<file path="config.mk">
export PLATFORM = sky130hd
export DESIGN_NAME = cordic_arb_flat
export DESIGN_NICKNAME = d
export VERILOG_FILES = /design/src/rtl/cordic_arb_if.sv /design/src/rtl/cordic_arb.sv /design/src/flat_wrapper.sv
export SDC_FILE = /design/constraint.sdc
export NUM_CORES = 1
export LEC_CHECK = 0
export BUFFER_PORTS_ARGS = -buffer_cell sky130_fd_sc_hd__buf_4
export CAP_MARGIN = 5
export CORE_MARGIN = 10
export CORE_UTILIZATION = 34
export CTS_BUF_LIST = sky130_fd_sc_hd__clkbuf_8
export DETAILED_ROUTE_END_ITERATION = 6
export PLACE_DENSITY = 0.65
export SYNTH_ARGS = -nofsm -noshare
export SYNTH_HDL_FRONTEND = slang
export SYNTH_SLANG_ARGS = --single-unit
</file>
<file path="constraint.sdc">
create_clock -name i_clk -period 2.09 [get_ports i_clk]
set_clock_uncertainty 0.2 [all_clocks]
set_input_delay 0.418 -clock i_clk [delete_from_list [all_inputs] [get_ports i_clk]]
set_output_delay 0.418 -clock i_clk [all_outputs]
set_load 0.01 [all_outputs]
</file>
<file path="src/rtl/cordic_arb_if.sv">
// Bundle between requesters, the cordic_arb sequencer and the shared cordic engine.
// Requests are levels: i_req[k] is held with i_theta slice k stable until o_ack[k] or
// o_err for that requester; o_ack/o_err are one-cycle pulses; o_eng_req is a level the
// engine must see low for at least one edge between jobs.
interface cordic_arb_if #(
  parameter int N_REQ = 4
);
  logic [N_REQ-1:0]    i_req;
  logic [18*N_REQ-1:0] i_theta;
  logic [N_REQ-1:0]    o_gnt;
  logic [N_REQ-1:0]    o_ack;
  logic [17:0]         o_sin;
  logic [17:0]         o_cos;
  logic                o_err;
  logic                o_busy;
  logic                o_eng_req;
  logic [17:0]         o_eng_theta;
  logic [17:0]         i_eng_sin;
  logic [17:0]         i_eng_cos;
  logic                i_eng_ack;
  logic                dbg_state;
  logic [4:0]          dbg_cyc;

  modport slave (
    input  i_req, i_theta, i_eng_sin, i_eng_cos, i_eng_ack,
    output o_gnt, o_ack, o_sin, o_cos, o_err, o_busy, o_eng_req, o_eng_theta,
    output dbg_state, dbg_cyc
  );

  modport master (
    output i_req, i_theta, i_eng_sin, i_eng_cos, i_eng_ack,
    input  o_gnt, o_ack, o_sin, o_cos, o_err, o_busy, o_eng_req, o_eng_theta,
    input  dbg_state, dbg_cyc
  );
endinterface

</file>
<file path="src/rtl/cordic_arb.sv">
// Round-robin arbiter/sequencer sharing one cordic sin/cos engine between N_REQ
// requesters; qualifies the engine ack with its own cycle count and enforces a timeout.
module cordic_arb #(
  parameter int N_REQ   = 4,
  parameter int LATENCY = 17,
  parameter int TIMEOUT = 24
) (
  input logic        i_clk,
  input logic        i_nrst,
  cordic_arb_if.slave bus
);

  localparam int          PW      = (N_REQ > 1) ? $clog2(N_REQ) : 1;
  localparam logic [4:0]  LAT_C   = 5'(LATENCY);
  localparam logic [4:0]  TO_C    = 5'(TIMEOUT);
  localparam logic [4:0]  CYC_MAX = 5'h1f;

  typedef enum logic {
    S_IDLE = 1'b0,
    S_RUN  = 1'b1
  } state_t;

  state_t           state;
  logic [PW-1:0]    ptr;
  logic [4:0]       cyc;
  logic [N_REQ-1:0] gnt_q;
  logic [N_REQ-1:0] ack_q;
  logic [17:0]      sin_q;
  logic [17:0]      cos_q;
  logic             err_q;
  logic             busy_q;
  logic             eng_req_q;
  logic [17:0]      eng_theta_q;

  logic [PW-1:0]    win_idx;
  logic             win_vld;
  logic [PW-1:0]    cand_idx;
  int               cand;

  // Round-robin search starting one past the last winner, so the last winner ranks last.
  always_comb begin
    win_idx  = '0;
    win_vld  = 1'b0;
    cand     = 0;
    cand_idx = '0;
    for (int i = 1; i <= N_REQ; i++) begin
      cand     = (int'(ptr) + i) % N_REQ;
      cand_idx = PW'(cand);
      if (!win_vld && bus.i_req[cand_idx]) begin
        win_vld = 1'b1;
        win_idx = cand_idx;
      end
    end
  end

  always_ff @(posedge i_clk or negedge i_nrst) begin
    if (!i_nrst) begin
      state       <= S_IDLE;
      ptr         <= PW'(N_REQ - 1);
      cyc         <= '0;
      gnt_q       <= '0;
      ack_q       <= '0;
      err_q       <= 1'b0;
      busy_q      <= 1'b0;
      eng_req_q   <= 1'b0;
      eng_theta_q <= '0;
      sin_q       <= '0;
      cos_q       <= '0;
    end else begin
      ack_q <= '0;
      err_q <= 1'b0;
      case (state)
        S_IDLE: begin
          eng_req_q <= 1'b0;
          if (win_vld) begin
            gnt_q       <= N_REQ'(1) << win_idx;
            ptr         <= win_idx;
            eng_theta_q <= bus.i_theta[18*win_idx +: 18];
            eng_req_q   <= 1'b1;
            cyc         <= '0;
            busy_q      <= 1'b1;
            state       <= S_RUN;
          end
        end
        S_RUN: begin
          if (cyc != CYC_MAX) cyc <= cyc + 5'd1;
          // An ack before LATENCY is left over from a previous job and is ignored.
          if ((cyc == LAT_C) && bus.i_eng_ack) begin
            if (bus.i_req[ptr]) begin
              sin_q <= bus.i_eng_sin;
              cos_q <= bus.i_eng_cos;
              ack_q <= gnt_q;
            end
            gnt_q     <= '0;
            eng_req_q <= 1'b0;
            busy_q    <= 1'b0;
            state     <= S_IDLE;
          end else if (cyc == TO_C) begin
            err_q     <= 1'b1;
            gnt_q     <= '0;
            eng_req_q <= 1'b0;
            busy_q    <= 1'b0;
            state     <= S_IDLE;
          end
        end
        default: begin
          state     <= S_IDLE;
          gnt_q     <= '0;
          eng_req_q <= 1'b0;
          busy_q    <= 1'b0;
        end
      endcase
    end
  end

  assign bus.o_gnt       = gnt_q;
  assign bus.o_ack       = ack_q;
  assign bus.o_sin       = sin_q;
  assign bus.o_cos       = cos_q;
  assign bus.o_err       = err_q;
  assign bus.o_busy      = busy_q;
  assign bus.o_eng_req   = eng_req_q;
  assign bus.o_eng_theta = eng_theta_q;
  assign bus.dbg_state   = state;
  assign bus.dbg_cyc     = cyc;

endmodule
</file>
<file path="src/flat_wrapper.sv">
// flat-port wrapper written by rule: the top's interface ports become plain ports
module cordic_arb_flat 
#(
  parameter int N_REQ   = 4,
  parameter int LATENCY = 17,
  parameter int TIMEOUT = 24
)
  (i_clk, i_nrst, bus_i_req, bus_i_theta, bus_i_eng_sin, bus_i_eng_cos, bus_i_eng_ack, bus_o_gnt, bus_o_ack, bus_o_sin, bus_o_cos, bus_o_err, bus_o_busy, bus_o_eng_req, bus_o_eng_theta, bus_dbg_state, bus_dbg_cyc);
  cordic_arb_if #(.N_REQ(N_REQ)) bus_i ();
  input logic i_clk;
  input logic i_nrst;
  input wire logic [$bits(bus_i.i_req)-1:0] bus_i_req;
  input wire logic [$bits(bus_i.i_theta)-1:0] bus_i_theta;
  input wire logic [$bits(bus_i.i_eng_sin)-1:0] bus_i_eng_sin;
  input wire logic [$bits(bus_i.i_eng_cos)-1:0] bus_i_eng_cos;
  input wire logic [$bits(bus_i.i_eng_ack)-1:0] bus_i_eng_ack;
  output wire logic [$bits(bus_i.o_gnt)-1:0] bus_o_gnt;
  output wire logic [$bits(bus_i.o_ack)-1:0] bus_o_ack;
  output wire logic [$bits(bus_i.o_sin)-1:0] bus_o_sin;
  output wire logic [$bits(bus_i.o_cos)-1:0] bus_o_cos;
  output wire logic [$bits(bus_i.o_err)-1:0] bus_o_err;
  output wire logic [$bits(bus_i.o_busy)-1:0] bus_o_busy;
  output wire logic [$bits(bus_i.o_eng_req)-1:0] bus_o_eng_req;
  output wire logic [$bits(bus_i.o_eng_theta)-1:0] bus_o_eng_theta;
  output wire logic [$bits(bus_i.dbg_state)-1:0] bus_dbg_state;
  output wire logic [$bits(bus_i.dbg_cyc)-1:0] bus_dbg_cyc;
  assign bus_i.i_req = bus_i_req;
  assign bus_i.i_theta = bus_i_theta;
  assign bus_i.i_eng_sin = bus_i_eng_sin;
  assign bus_i.i_eng_cos = bus_i_eng_cos;
  assign bus_i.i_eng_ack = bus_i_eng_ack;
  assign bus_o_gnt = bus_i.o_gnt;
  assign bus_o_ack = bus_i.o_ack;
  assign bus_o_sin = bus_i.o_sin;
  assign bus_o_cos = bus_i.o_cos;
  assign bus_o_err = bus_i.o_err;
  assign bus_o_busy = bus_i.o_busy;
  assign bus_o_eng_req = bus_i.o_eng_req;
  assign bus_o_eng_theta = bus_i.o_eng_theta;
  assign bus_dbg_state = bus_i.dbg_state;
  assign bus_dbg_cyc = bus_i.dbg_cyc;
  cordic_arb #(.N_REQ(N_REQ), .LATENCY(LATENCY), .TIMEOUT(TIMEOUT)) u_core (.i_clk(i_clk), .i_nrst(i_nrst), .bus(bus_i));
endmodule
</file>
==> results of run 1 <==
placed cells by master (no fill, tap or decap), drive strengths merged, types with 5 or more instances in the layout:
cell,count
a21oi,5
buf,226
clkbuf,13
dfrtp,71
inv,19
mux2,36
mux2i,19
nand2,48
nand2b,16
nand3,20
nor2,11
nor3b,16
o211ai,16
o21ai,46
cell families after synthesis:
family / Yosys count / share of synthesized area [%]
AO/OA/AOI/OAI: 85 / 13.5
multiplexers: 55 / 15.2
buffers and inverters: 46 / 6.85
flip-flops: 73 / 46.8
AND/OR/NAND/NOR: 121 / 15.9
XOR/XNOR: 2 / 0.448
adder cells (fa/ha/maj): 4 / 1.28
flip-flops by register name (all words and copies together), names as in the netlist:
name and flops:
u_core.bus.o_cos 18, u_core.bus.o_eng_theta 18, u_core.bus.o_sin 18, u_core.bus.dbg_cyc 5, u_core.bus.o_ack 4, u_core.bus.o_gnt 4
u_core.ptr 2, u_core.bus.dbg_state 1, u_core.bus.o_busy 1, u_core.bus.o_eng_req 1, u_core.bus.o_err 1
timing repair:
action	in CTS	in global routing
pin swaps	0	10
buffers inserted	3	11
gates resized for setup	4	40
setup endpoints to repair	52	56
hold buffers	1	0
hold endpoints to repair	30	0
gates cloned	1	6
worst min path at each step:
stage / from / endpoint / slack [ps] / depth (start not counted)
2_1_floorplan: i_nrst / u_core.bus.dbg_cyc[0]$_DFFE_PN0P_ / -80 / 0
3_3_place_gp: i_nrst / u_core.bus.o_cos[12]$_DFFE_PN0P_ / 200 / 1
3_5_place_dp: i_nrst / u_core.bus.o_sin[8]$_DFFE_PN0P_ / 200 / 1
4_1_cts: bus_i_eng_cos[16] / u_core.bus.o_cos[16]$_DFFE_PN0P_ / 60 / 2
5_1_grt: bus_i_eng_cos[16] / u_core.bus.o_cos[16]$_DFFE_PN0P_ / 50 / 2
6_report: bus_i_eng_cos[16] / u_core.bus.o_cos[16]$_DFFE_PN0P_ / 80 / 2
routing by layer:
| metal | share of wire [%] | vias up | GRT usage, % |
|---|---|---|---|
| met5 | 0 | - | 0 |
| met4 | 1.0 | 0 | 5.56 |
| met3 | 10 | 11 | 6.45 |
| met2 | 47 | 190 | 24.9 |
| met1 | 42 | 1747 | 19.3 |
| li1 | - | 1780 | - |
cell type report:
class,count,share of cell area (%)
well taps,143,2.88
flip-flops and latches,73,29.4
clock inverters,7,2.19
clock buffers,9,1.99
inverters,17,1.03
multi-input cells,267,31.9
repair buffers,231,30.6
metrics by stage:
stage | setup TNS [ps] | cells | worst slack (ps) | power [mW]
after floorplan | 0 | 386 | 179 | 4.19
after global routing | -1360 | 747 | -61.6 | 8.25
after CTS | 0 | 730 | 5.56 | 7.33
final | -96.0 | 747 | -20.6 | 7.69
after global placement | -526 | 709 | -83.9 | 5.70
after detailed placement | -3610 | 709 | -129 | 5.80
cells in the mapped netlist (4+ instances only):
master	instances	area, sq um
mux2i_1	19	190
buf_2	12	60.1
buf_6	6	67.6
o211ai_1	16	120
nand2_1	48	180
o21ai_1	26	130
o22ai_1	4	25.0
nor3b_1	16	120
nand3_1	20	100
nand2b_1	16	100
inv_1	17	63.8
clkbuf_1	7	26.3
ha_1	4	50.1
mux2_1	36	405
nor2_1	11	41.3
o21ai_0	20	100
dfrtp_1	71	1780
worst reg2reg max path: cells and delay by family, from the launching register on:
kind	cells	cell delay, ps
flip-flops	1	620
multiplexers	1	310
buffers and inverters	4	590
AO/OA/AOI/OAI	2	220
AND/OR/NAND/NOR	1	60
power breakdown:
part           internal (mW)  leakage, nW  switching (mW)
Sequential              1.93        0.907           0.366
Clock                  0.908        0.136           0.555
Combinational           2.02         2.07            1.91
==> qor.yml, run 1 <==
post-route-cell-area_sq_um: 6220
synth_edf_count: 0
die_w_microns: 127
clk_pin_slew_ps: 80
ant_nets: 0
n_antenna_cell: 0
synth_ff_type: "dfrtp_1"
failed_checks: "setup timing"
gp_congestion: 0.881
routed_wl_microns: 14300
power.leakage_nw: 3.11
critPathRequiredTime_ps: 2110
start_kind: "flop"
cts_tree: "yes"
pin_count: 186
cp-endpoint: "u_core.bus.o_sin[14]$_DFFE_PN0P_"
ys_types: 42
core-area_sq_um: 11300
h-tree-depth: 3
seq_area_frac_synth_pct: 46.8
grt_pass1_vias: 3880
synthToLayoutAreaGrowth_pct: 59.1
cpPeakStageDelay_ps: 620
hold_ws_ps: 76.8
nets: 718
syn_area_per_cell_sq_um: 10.1
max_clock_freq_mhz: 474
hpwl_microns: 10000
worstPathMaxFanout: 7
layout_setup_ws_ps: -20.6
slew-limit-headroom_pct: 57.3
drv_slew: 0
cpLargestDelayFamily: "flip-flops"
fillers: 1002
grt_overflow: 0
outcome: "complete, but fails checks"
syn_nets: 505
ir_drop_v: 0.000533
worst_path_most_repeated_cell: "buf_4"
timing.final.crit_share_pct: 101
period_needed_ps: 2110
worst_pin_slew_ps: 640
critPathBufInv: 4
die_h_microns: 127
post-route-util_pct: 55.0
setup_violations: 14
reg2reg_from: "u_core.ptr[1]$_DFFE_PN1P_"
synth_area_sq_um: 3910
grt_max_degree: 35
ys_warn_count: 0
r2r_cells: 8
path_cells: "buf_4 -> buf_4 -> nand2_1 -> o21ai_2 -> o2111ai_4 -> buf_12 -> clkbuf_16 -> mux2_4"
cp-end-kind: "flop"
vias: 3728
critPathLaunch: "u_core.ptr[1]$_DFFE_PN1P_"
rows: 39
ys_async_sr_fraction_pct: 100
drive_gt1_share_pct: 47.4
syn_inst: 386
crit_type: "reg -> reg"
r2r_end: "u_core.bus.o_sin[14]$_DFFE_PN0P_"
port_buffers: 185
regArea_sq_um: 1830
ys_seq_elements: 73
slowest_stage: "dfstp_2"
hold_path.class: "in -> reg"
routed_via_density: 4.99
die_area_sq_um: 16200
cts_max_path_buffers: 2
postPlaceCellArea_sq_um: 5520
crit_cells: 8
arrival_ps: 2130
drc: 0
max_cap_viol_count: 0
drt_iter0_drc: 212
clock-sinks: 73
dr.pass1.iters: 5
rsz0062_at_grt: "yes"
r2r_slack_ps: -20
hold_viol_final: 0
clock_latency_ps: 350
routedWlPerCell_microns: 19.2
grt_usage_pct: 15.9
start_util_pct: 34.5
root_buffer: "clkbuf_8"
grt_antenna_before_repair: 0
cts_buffers: 9
multi_input_area_sq_um: 1980
pwr_density_cell_nw_per_um2: 1240
grt_pass1_wl_microns: 20900
Power figures use the tool's default switching activity.
==> inputs of run 2 (changes only) <==
==> constraint.sdc (replaced) <==
create_clock -name i_clk -period 2.4 [get_ports i_clk]
set_clock_uncertainty 0.2 [all_clocks]
set_input_delay 0.48 -clock i_clk [delete_from_list [all_inputs] [get_ports i_clk]]
set_output_delay 0.48 -clock i_clk [all_outputs]
set_load 0.01 [all_outputs]
==> qor.yml, run 2 (synthesis gave the netlist of run 1 again) <==
routedWlPerCell_microns: 18.0
pre_cts_ws_ps: 91.0
period_needed_ps: 2210
hold_path.class: "in -> reg"
clock-sinks: 73
root_buffer: "clkbuf_8"
cpPeakStageDelay_ps: 710
final_cell_mix: "196 x buf_4, 71 x dfrtp_1, 48 x nand2_1, 36 x mux2_1, 26 x o21ai_1"
n_antenna_cell: 0
vias: 3559
grt_antenna_before_repair: 0
clock_latency_ps: 350
worstHoldStart: "bus_i_eng_cos[16]"
core-area_sq_um: 11300
routed_wl_microns: 12900
post-route-util_pct: 49.7
cp-end-kind: "flop"
slowest_stage: "dfstp_2"
rsz0062_at_grt: "no"
hpwl_microns: 10000
ir_drop_v: 0.000460
start_util_pct: 34.5
fillers: 1061
pin_count: 186
drt_iter0_drc: 205
arrival_ps: 2230
ant_nets: 0
use_met3_pct: 6.41
layout_setup_ws_ps: 191
multi_input_area_sq_um: 1830
mostFrequentLayoutCell: "buf_4"
die_h_microns: 127
clk_pin_slew_ps: 90
grt_pass1_vias: 3882
routed_via_density: 4.98
path_cells: "mux2i_1 -> nand2_1 -> o2111ai_4 -> buf_12 -> mux2_1"
port_buffers: 185
worstPathMaxFanout: 40
regArea_sq_um: 1830
max_cap_viol_count: 0
critPathBufInv: 1
grt_usage_pct: 15.4
grt_overflow: 0
critPathRequiredTime_ps: 2430
setup_violations: 0
power.leakage_nw: 2.78
grt_max_degree: 41
drv_slew: 0
grt_pass1_wl_microns: 20300
dr.pass1.iters: 4
met2_usage_pct: 25.0
h-tree-depth: 3
worst_pin_slew_ps: 918
grtUsageMet1_pct: 18.3
grt_busiest_layer: "met2"
pwr_density_cell_nw_per_um2: 1040
die_w_microns: 127
cts_max_path_buffers: 2
synthToLayoutAreaGrowth_pct: 43.9
rows: 39
hold_viol_final: 0
setup-tns-final_ps: 0
drc: 0
start_kind: "flop"
cts_setup_buffers: 0
hold_ws_ps: 129
gp_congestion: 0.786
nets: 686
cpLargestDelayFamily: "flip-flops"
max_clock_freq_mhz: 453
post-route-cell-area_sq_um: 5630
drive_gt1_share_pct: 39.5
place_inst: 698
postPlaceCellArea_sq_um: 5420
fin_cells: 715
critPathLaunch: "u_core.ptr[1]$_DFFE_PN1P_"
timing.final.crit_share_pct: 92.0
reg2reg_from: "u_core.ptr[1]$_DFFE_PN1P_"
cts_buffers: 9
outcome: "finished clean"
power.total_mw: 5.84
slew-limit-headroom_pct: 38.8
cts_tree: "yes"
crit_type: "reg -> reg"
die_area_sq_um: 16200
run 2: changes by cell type in the layout (fill, tap and decap cells not counted), sizes merged:
cell,previous run,this run
clkinv,1,3
buf,226,198
clkinvlp,0,1
clkbuf,13,9
bufinv,4,1
run 2: per-layer routing:
layer / vias up / share of wire, %
li1: 1719 / -
met1: 1671 / 43
met5: - / 0
met2: 157 / 46
met4: 0 / 1.2
met3: 12 / 9.9
run 2: repair_timing:
action	CTS	global route
hold endpoints to repair	35	0
gates resized for setup	0	0
hold buffers	1	0
run 2: layout make-up:
class,instances,share of cell area [%]
inverter,17,1.13
tap,143,3.18
multi-input combinational,267,32.6
timing repair buffer,199,27.0
clock buffer,9,2.20
sequential,73,32.5
clock inverter,7,1.38
run 2: report_power, final:
| part | internal, mW | leakage, nW | switching, mW |
|---|---|---|---|
| Sequential | 1.68 | 0.907 | 0.366 |
| Clock | 0.489 | 0.100 | 0.512 |
| Combinational | 1.35 | 1.77 | 1.45 |
run 2: final timing paths:
check,endpoint,slack (ps),cells past startpoint
max in group asynchronous,u_core.bus.o_sin[15]$_DFFE_PN0P_,960,3
max reg2reg,u_core.bus.o_cos[2]$_DFFE_PN0P_,190,5
max,u_core.bus.o_cos[2]$_DFFE_PN0P_,190,5
min reg2reg,u_core.bus.o_cos[0]$_DFFE_PN0P_,300,1
min,u_core.bus.o_cos[16]$_DFFE_PN0P_,130,2
min in group asynchronous,u_core.bus.o_sin[8]$_DFFE_PN0P_,430,2
==> inputs of run 3 (changes only) <==
==> constraint.sdc (replaced) <==
create_clock -name i_clk -period 2.6 [get_ports i_clk]
set_clock_uncertainty 0.2 [all_clocks]
set_input_delay 0.52 -clock i_clk [delete_from_list [all_inputs] [get_ports i_clk]]
set_output_delay 0.52 -clock i_clk [all_outputs]
set_load 0.01 [all_outputs]
==> qor.yml, run 3 (synthesis gave the netlist of run 1 again) <==
setup-tns-final_ps: 0
grt_antenna_before_repair: 0
die_w_microns: 127
final_cell_mix: "197 x buf_4, 71 x dfrtp_1, 48 x nand2_1, 36 x mux2_1, 26 x o21ai_1"
layout_setup_ws_ps: 243
clock-sinks: 73
synthToLayoutAreaGrowth_pct: 44.8
mostFrequentLayoutCell: "buf_4"
fillers: 1038
rsz0062_at_grt: "no"
r2r_slack_ps: 240
post-route-cell-area_sq_um: 5660
period_needed_ps: 2360
die_h_microns: 127
postPlaceCellArea_sq_um: 5440
max_clock_freq_mhz: 424
die_area_sq_um: 16200
r2r_cells: 4
vias: 3513
cp-endpoint: "u_core.bus.o_eng_theta[9]$_DFFE_PN0P_"
grtUsageMet1_pct: 18.3
pin_count: 186
arrival_ps: 2380
grt_pass1_wl_microns: 19700
crit_type: "reg -> reg"
max_cap_viol_count: 0
regArea_sq_um: 1830
reg2reg_from: "u_core.ptr[1]$_DFFE_PN1P_"
routed_via_density: 4.91
clk_pin_slew_ps: 90
use_met3_pct: 6.37
root_buffer: "clkbuf_8"
ir_drop_v: 0.000377
dr.pass1.iters: 5
outcome: "finished clean"
hold_viol_final: 0
post-route-util_pct: 50.0
start_kind: "flop"
cts_tree: "yes"
met2_usage_pct: 23.8
grt_pass1_vias: 3705
gp_congestion: 0.759
cts_buffers: 9
drt_iter0_drc: 182
hold_path.class: "in -> reg"
hold_ws_ps: 193
drive_gt1_share_pct: 39.4
rows: 39
port_buffers: 185
setup_violations: 0
critPathRequiredTime_ps: 2620
ant_nets: 0
worst_pin_slew_ps: 814
drc: 0
grt_usage_pct: 14.9
cp-end-kind: "flop"
critPathLaunch: "u_core.ptr[1]$_DFFE_PN1P_"
grt_overflow: 0
power.leakage_nw: 2.80
multi_input_area_sq_um: 1830
n_antenna_cell: 0
pwr_density_cell_nw_per_um2: 964
core-area_sq_um: 11300
cts_max_path_buffers: 2
r2r_end: "u_core.bus.o_eng_theta[9]$_DFFE_PN0P_"
drv_slew: 0
h-tree-depth: 3
routedWlPerCell_microns: 17.8
hpwl_microns: 9940
pre_cts_ws_ps: 192
start_util_pct: 34.5
grt_busiest_layer: "met2"
clock_latency_ps: 340
cts_setup_buffers: 0
routed_wl_microns: 12700
slew-limit-headroom_pct: 45.7
nets: 688
worstPathMaxFanout: 23
grt_max_degree: 48
timing.final.crit_share_pct: 90.6
run 3: cell types whose count changed in the layout (fill, tap and decap cells not counted):
| cell | delta |
|---|---|
| clkinv_4 | -1 |
| inv_6 | -2 |
| buf_4 | +1 |
| buf_12 | +1 |
| inv_1 | +1 |
| bufinv_16 | +1 |
run 3: worst min-delay path by stage:
stage	start	to	slack, ps	cells after the start
floorplan	i_nrst	u_core.bus.dbg_cyc[0]$_DFFE_PN0P_	20	0
global placement	i_nrst	u_core.bus.o_cos[12]$_DFFE_PN0P_	270	1
detailed placement	i_nrst	u_core.bus.o_sin[4]$_DFFE_PN0P_	280	1
CTS	bus_i_eng_cos[11]	u_core.bus.o_cos[11]$_DFFE_PN0P_	170	2
global route	bus_i_eng_cos[14]	u_core.bus.o_cos[14]$_DFFE_PN0P_	170	2
finish	bus_i_eng_cos[16]	u_core.bus.o_cos[16]$_DFFE_PN0P_	190	2
run 3: power breakdown:
| part | total, mW | leakage (nW) | internal, mW | switching (mW) |
|---|---|---|---|---|
| sequential | 1.85 | 0.907 | 1.55 | 0.301 |
| combinational | 2.65 | 1.79 | 1.28 | 1.37 |
| clock | 0.962 | 0.106 | 0.532 | 0.430 |
| total | 5.46 | 2.80 | 3.36 | 2.10 |
run 3: layout make-up:
| cell class | count | share of cell area [%] |
|---|---|---|
| inverters | 17 | 1.13 |
| clock buffers | 9 | 2.19 |
| clock inverters | 6 | 1.50 |
| multi-input cells | 267 | 32.4 |
| well taps | 143 | 3.16 |
| flip-flops and latches | 73 | 32.3 |
| repair buffers | 201 | 27.4 |
run 3: stage by stage:
step	instances	total power, mW
after floorplan	386	3.37
after global placement	700	4.49
after detailed placement	700	4.58
after CTS	716	5.57
after global routing	716	5.90
final	716	5.46
run 3: repair_timing:
action                                 CTS  global route
resized for setup                        0             0
hold buffers                             1             0
endpoints found under the hold margin   26             0
run 3: worst max-delay path, stage by stage (launching register included):
cell and delay, ps:
dfstp_2 600, mux2i_1 270, o221a_2 780, mux2i_1 280, o22ai_1 100
run 3: routing by layer:
layer  share of wire, %  up-vias
met5                  0        -
met4               0.49        0
met3                 10        4
met2                 46      156
met1                 44     1637
li1                   -     1716
